**src/rtl/mul_share_arb.sv**
```systemverilog
// rtl/mul_share_arb.sv - round-robin arbiter sharing one registered 16x16 multiplier among NREQ requesters
// Optional MUL_ARB_STATS_EN adds per-requester saturating accept counters on stat_cnt.
module mul_share_arb #(
    parameter int NREQ = 4,
    parameter int IDW  = $clog2(NREQ)
) (
    input  logic                 clk,
    input  logic                 rst_n,
    input  logic [NREQ-1:0]      req_valid,
    output logic [NREQ-1:0]      req_ready,
    input  logic [NREQ*16-1:0]   req_a,
    input  logic [NREQ*16-1:0]   req_b,
    output logic                 rsp_valid,
    input  logic                 rsp_ready,
    output logic [IDW-1:0]       rsp_id,
    output logic [31:0]          rsp_product
`ifdef MUL_ARB_STATS_EN
    ,
    output logic [NREQ*16-1:0]   stat_cnt
`endif
);

    logic            w_en;
    logic            w_any_valid;
    logic            w_xfer;
    logic            w_found;
    logic [IDW-1:0]  w_grant;
    logic [IDW-1:0]  w_ptr_next;
    logic [15:0]     w_a;
    logic [15:0]     w_b;
    logic [31:0]     w_product;

    logic [IDW-1:0]  r_ptr;
    logic [IDW-1:0]  r_id1;
    logic [15:0]     r_a;
    logic [15:0]     r_b;
    logic            r_v1;

    // The whole pipeline and the pointer advance together; a stalled response freezes everything.
    assign w_en        = !rsp_valid || rsp_ready;
    assign w_any_valid = |req_valid;
    assign w_xfer      = w_en && w_any_valid;

    always_comb begin
        w_found = 1'b0;
        w_grant = '0;
        for (int off = 0; off < NREQ; off++) begin
            if (!w_found && req_valid[(int'(r_ptr) + off) % NREQ]) begin
                w_found = 1'b1;
                w_grant = IDW'((int'(r_ptr) + off) % NREQ);
            end
        end
    end

    assign w_a        = req_a[16*w_grant +: 16];
    assign w_b        = req_b[16*w_grant +: 16];
    assign w_ptr_next = (w_grant == IDW'(NREQ - 1)) ? '0 : w_grant + 1'b1;

    always_comb begin
        req_ready = '0;
        if (rst_n && w_xfer) begin
            req_ready[w_grant] = 1'b1;
        end
    end

    assign w_product = {16'd0, r_a} * {16'd0, r_b};

    always_ff @(posedge clk or negedge rst_n) begin
        if (!rst_n) begin
            r_v1  <= 1'b0;
            r_a   <= '0;
            r_b   <= '0;
            r_id1 <= '0;
            r_ptr <= '0;
        end else if (w_en) begin
            r_v1 <= w_xfer;
            if (w_xfer) begin
                r_a   <= w_a;
                r_b   <= w_b;
                r_id1 <= w_grant;
                r_ptr <= w_ptr_next;
            end
        end
    end

    always_ff @(posedge clk or negedge rst_n) begin
        if (!rst_n) begin
            rsp_valid   <= 1'b0;
            rsp_id      <= '0;
            rsp_product <= '0;
        end else if (w_en) begin
            rsp_valid   <= r_v1;
            rsp_id      <= r_id1;
            rsp_product <= w_product;
        end
    end

`ifdef MUL_ARB_STATS_EN
    for (genvar gi = 0; gi < NREQ; gi++) begin : g_stat
        logic [15:0] r_stat;

        always_ff @(posedge clk or negedge rst_n) begin
            if (!rst_n) begin
                r_stat <= '0;
            end else if (req_valid[gi] && req_ready[gi] && (r_stat != 16'hFFFF)) begin
                r_stat <= r_stat + 16'd1;
            end
        end

        assign stat_cnt[16*gi +: 16] = r_stat;
    end
`endif

endmodule

```
**config.mk**
```make
export PLATFORM = sky130hd
export DESIGN_NAME = mul_share_arb
export DESIGN_NICKNAME = d
export VERILOG_FILES = /design/src/rtl/mul_share_arb.sv
export SDC_FILE = /design/constraint.sdc
export NUM_CORES = 1
export LEC_CHECK = 0
export BUFFER_PORTS_ARGS = -buffer_cell sky130_fd_sc_hd__buf_2
export CORE_MARGIN = 8
export CORE_UTILIZATION = 40
export CTS_BUF_LIST = sky130_fd_sc_hd__clkbuf_8
export CTS_CLUSTER_SIZE = 20
export DETAILED_ROUTE_END_ITERATION = 16
export GPL_ROUTABILITY_DRIVEN = 0
export PLACE_DENSITY_LB_ADDON = 0.2
export SYNTH_ARGS = -nofsm -noshare
export SYNTH_HDL_FRONTEND = slang
export SYNTH_SLANG_ARGS = --single-unit
```
**constraint.sdc**
```tcl
create_clock -name clk -period 9.4 [get_ports clk]
set_clock_uncertainty 0.1 [all_clocks]
set_input_delay 1.88 -clock clk [delete_from_list [all_inputs] [get_ports clk]]
set_output_delay 1.88 -clock clk [all_outputs]
set_load 0.02 [all_outputs]
```
# After elaboration in Yosys (flattened, before gate mapping)
# Index checks and enable logic that the tools add are counted.
# W data, S select, Z words.
[word_totals]
ff_bits = 72
word_cells = 63
input_bits = 135
[op_classes]
eq_ne = 1
muxes = 22
shifts = 2
add_sub_neg = 4
reduce_logical = 16
n_bitwise = 3
magnitude_cmp = 6
multipliers = 1
[ops]
columns = ["operator", "n"]
rows = [
  ["$shiftx A64 B7 Y16", 2],
  ["$mul A16 B16 Y32", 1],
  ["$lt A3 B4 Y1 const B", 3],
  ["$mux W1", 11],
  ["$mux W2", 5],
  ["$bmux W1 S2", 4],
  ["$logic_and A1 B1 Y1", 6],
  ["$lt A2 B3 Y1 const B", 2],
  ["$reduce_or A2 Y1", 3],
  ["$add A2 B1 Y2 const B", 2],
  ["$add A2 B2 Y2 const B", 2],
  ["$logic_not A1 Y1", 4],
  ["$mux W4", 1],
  ["$reduce_or A4 Y1", 1],
  ["$and A1 B1 Y1 const A", 3],
  ["$demux W1 S2", 1],
  ["$eq A2 B2 Y1 const B", 1],
  ["$ge A2 B1 Y1 const B", 1],
  ["$reduce_and A2 Y1", 1],
  ["$logic_or A1 B1 Y1", 1],
]

# Longest topological paths before layout
[logic_depth]
depth_word = 19
ltp_mapped = 23

# Worst setup path before layout
# No wires, ideal clock.
[synth_path]
kind = "reg2reg"
startpoint = "register r_b[7]"
endpoint = "register rsp_product[28]"
setup_ps = 96
required_time_ps = 9204
path_stages_with_launch = 24
synth_period_minus_slack_ps = 5811
slack_ps = 3589
t_arrival_ps = 5615
path_cell_list = "dfrtp_1 > clkbuf_1 > clkbuf_1 > nand2_1 > fa_1 > inv_1 > fa_1 > inv_1 > fa_1 > inv_1 > fa_1 > fa_1 > inv_1 > fa_1 > inv_1 > ha_1 > buf_6 > a21o_1 > o21a_2 > o2111ai_2 > a21oi_2 > o211ai_2 > a21oi_1 > nor4_2"
[synth_between]
elab_chain_cells = 1
[synth_rtl]
columns = ["item", "line_no", "source"]
rows = [
  ["from (decl)", "36", "logic [15:0] r_b;"],
  ["from (signal assigned)", "79", "r_b <= w_b;"],
  ["$mul A16 B16 Y32", "66", "assign w_product = {16'd0, r_a} * {16'd0, r_b};"],
  ["to (signal assigned)", "94", "rsp_product <= w_product;"],
  ["to (decl)", "16", "output logic [31:0] rsp_product"],
]
# No other way between the ends.
# A chain may end at the register's enable or synchronous reset.

# Worst setup path in the final report
[layout_path]
startpoint = "register r_b[7]"
endpoint = "register rsp_product[30]"
# The elaborated chain is that of the path after synthesis.

==> flow_summary.yaml <==
outcome:
  status: "finished, final reports clean"
detailed_routing:
  totalWireLength_mm: 33.4
  vias_per_cell: 5.08
  ant_nets: 0
  vias: 10400
  drt_iter0_drc: 519
  dr.pass1.iters: 6
  drc: 0
  wl_per_cell_um: 16.4
cells_and_area:
  fin_area_um2: 13800
  fillCellCount: 3150
  drive_above_1_share_pct: 13.4
  antennaDiodeCount: 0
  areaGrowthSynthToFinish_pct: 10.4
  fin_nets: 2076
sta:
  report.final.slew_viol_count: 0
  max_slew_margin_pct: 35.1
  setup_tns_ps: 0
  period_share_pct: 67.6
  hold_viol_final: 0
  period_needed_ps: 6350
  setup-violations-final: 0
  max_freq_mhz: 157
  rsz0062_at_grt: "false"
  tightest_slew_ps: 973
critical_path:
  critPathLaunch: "r_b[7]"
  crit_slowest_cell: "dfrtp_1"
  worst_ep_arrival_time_ps: 6550
  path_class: "flop to flop"
  crit_path_cell_trace: "nand2_1 > fa_1 > fa_1 > inv_1 > fa_1 > fa_1 > fa_1 > inv_1 > fa_1 > inv_1 > ha_1 > a21oi_1 > o21ai_1 > a221oi_1 > o32ai_1 > a31oi_1 > and3_1 > nor3_2"
  worstPathRequired_ps: 9590
  startpoint_type: "flop"
  critical_path.most_common_cell: "fa_1"
  reg2reg_from: "r_b[7]"
  ff2ff_setup_slack_ps: 3050
  worstReg2RegEnd: "rsp_product[30]"
  crit_fanout: 17
  r2r_cells: 18
  critPathMaxStageDelay_ps: 830
  endpoint_kind: "flop"
hold_path:
  holdPathEnd: "rsp_product[2]"
  hold_path.startpoint: "rsp_product[2]"
  hold_path.class: "flop to flop"
  hold-path-cell-count: 2
floorplanning:
  rows: 64
  dieHeight_um: 193
  initial_core_util_pct: 40.8
  die_x_um: 193
  io_pins: 174
  core_um2: 30700
  design.die.area_um2: 37200
synthesis:
  avgSynthCellArea_um2: 8.17
  synth_nets: 1969
  yosysWarnings: 0
  yosysUniqueCellTypes: 59
  yosysSeqAreaShare_pct: 14.4
  syn_inst: 1532
  synth_edf_count: 0
  synth_area_um2: 12500
  ys_seq_elements: 72
  async_reset_ff_share_pct: 100
  yosys_most_used_dff: "dfrtp_1"
global_route:
  grt_pass1_vias: 10800
  gr-usage-all-layers_pct: 18.4
  overflow: 0
  antenna_found_initial: 0
  grt_pass1_wl_mm: 55.0
  grt_max_degree: 77
clock_tree:
  cts_inserted_buffers: 9
  root_buffer: "clkbuf_8"
  cts_tree: "yes"
  htree_levels: 3
  cts_setup_buffers: 0
  cts_buffer_depth: 2
  clock_latency_ps: 390
  cts-resized-gates: 0
  cts.sinks: 72
  path_clk_slew_ps: 100
  holdBufCountCts: 0
place:
  port_buffers: 173
  dpl-instance-area_um2: 13600
  dp_hpwl_mm: 26.4
flow_run:
  maxCapViolCount: 0
==> flip-flops by register name, summed over array words and instances, names as in the netlist <==
name	count
r_id1	2
rsp_product	32
r_a	16
rsp_id	2
r_b	16
r_ptr	2
rsp_valid	1
r_v1	1
==> cells in the final DEF (no fill, tap or decap), types with 6 or more instances in the layout <==
master / count
buf_4: 6
nand3_1: 40
xor2_1: 11
inv_1: 222
and2_1: 121
a21o_1: 19
o21ai_1: 43
o21ai_0: 46
a31oi_1: 6
a21oi_1: 43
nand4_1: 6
buf_2: 172
and3_1: 12
dfrtp_1: 72
clkbuf_8: 10
nand2_1: 290
ha_1: 108
xnor2_1: 14
nand2b_1: 7
fa_1: 194
nor2_1: 133
==> area by class of cell <==
type / count / area (um^2) / share of cell area [%]
clock buffer: 10 / 138 / 0.996
clock inverter: 6 / 91.3 / 0.661
inverter: 224 / 841 / 6.09
multi-input combinational: 1154 / 9540 / 69.1
sequential: 72 / 1800 / 13.0
tap: 396 / 495 / 3.59
timing repair buffer: 178 / 906 / 6.56
==> worst max-delay path, delay by kind of cell, from the launching register on <==
kind / cells / cell delay (ps)
DFF: 1 / 830
adders and majority gates: 7 / 3410
and+or+nand+nor: 3 / 450
AOI/OAI and AO/OA: 5 / 1320
buffers and inverters: 3 / 150
==> per-stage QoR <==
step	hold WS (ps)	instances	util, %	worst slack (ps)
global route	372	2040	45.0	2680
floorplan	335	1532	-	3590
global placement	346	2024	44.3	3090
CTS	366	2040	45.0	3060
detailed placement	351	2024	44.3	3060
finish	364	2040	45.0	3050
==> metal layers <==
metal / GRT usage (%) / up-vias / part of all wire (%) / wire (um)
met1: 22.5 / 5140 / 40 / 13500
met5: 0 / - / 0 / 0
met4: 4.58 / 0 / 2.0 / 672
met3: 2.93 / 47 / 4.2 / 1390
met2: 33.2 / 214 / 53 / 17800
li1: - / 4961 / - / -
==> logic make-up after synthesis <==
group / share of synthesized area (%)
xor+xnor: 1.75
fa+ha+maj: 41.8
mux: 0.170
compound gates: 9.37
simple gates: 23.0
flops: 14.4
buf+inv: 9.52
==> synthesized netlist by cell type (11+ instances only) <==
cell / n / share of area [%]
o21ai_1: 43 / 1.7
nand3_1: 40 / 1.6
xor2_1: 11 / 0.77
xnor2_1: 14 / 0.98
ha_1: 108 / 11
o21ai_0: 46 / 1.8
clkbuf_1: 60 / 1.8
and3_1: 12 / 0.60
inv_1: 222 / 6.7
nor2_1: 133 / 4.0
a21oi_1: 43 / 1.7
fa_1: 194 / 31
buf_2: 13 / 0.52
dfrtp_1: 72 / 14
nand2_1: 290 / 8.7
and2_1: 121 / 6.0
a21o_1: 19 / 1.1
==> worst max path at each step <==
stage	end
floorplan	rsp_product[28]
global placement	rsp_product[29]
detailed placement	rsp_product[29]
CTS	rsp_product[29]
global route	rsp_product[29]
finish	rsp_product[30]
Power is left out: the tool's default activity adds up to more than one toggle a clock period on the data nets, which glitch-free logic cannot reach.
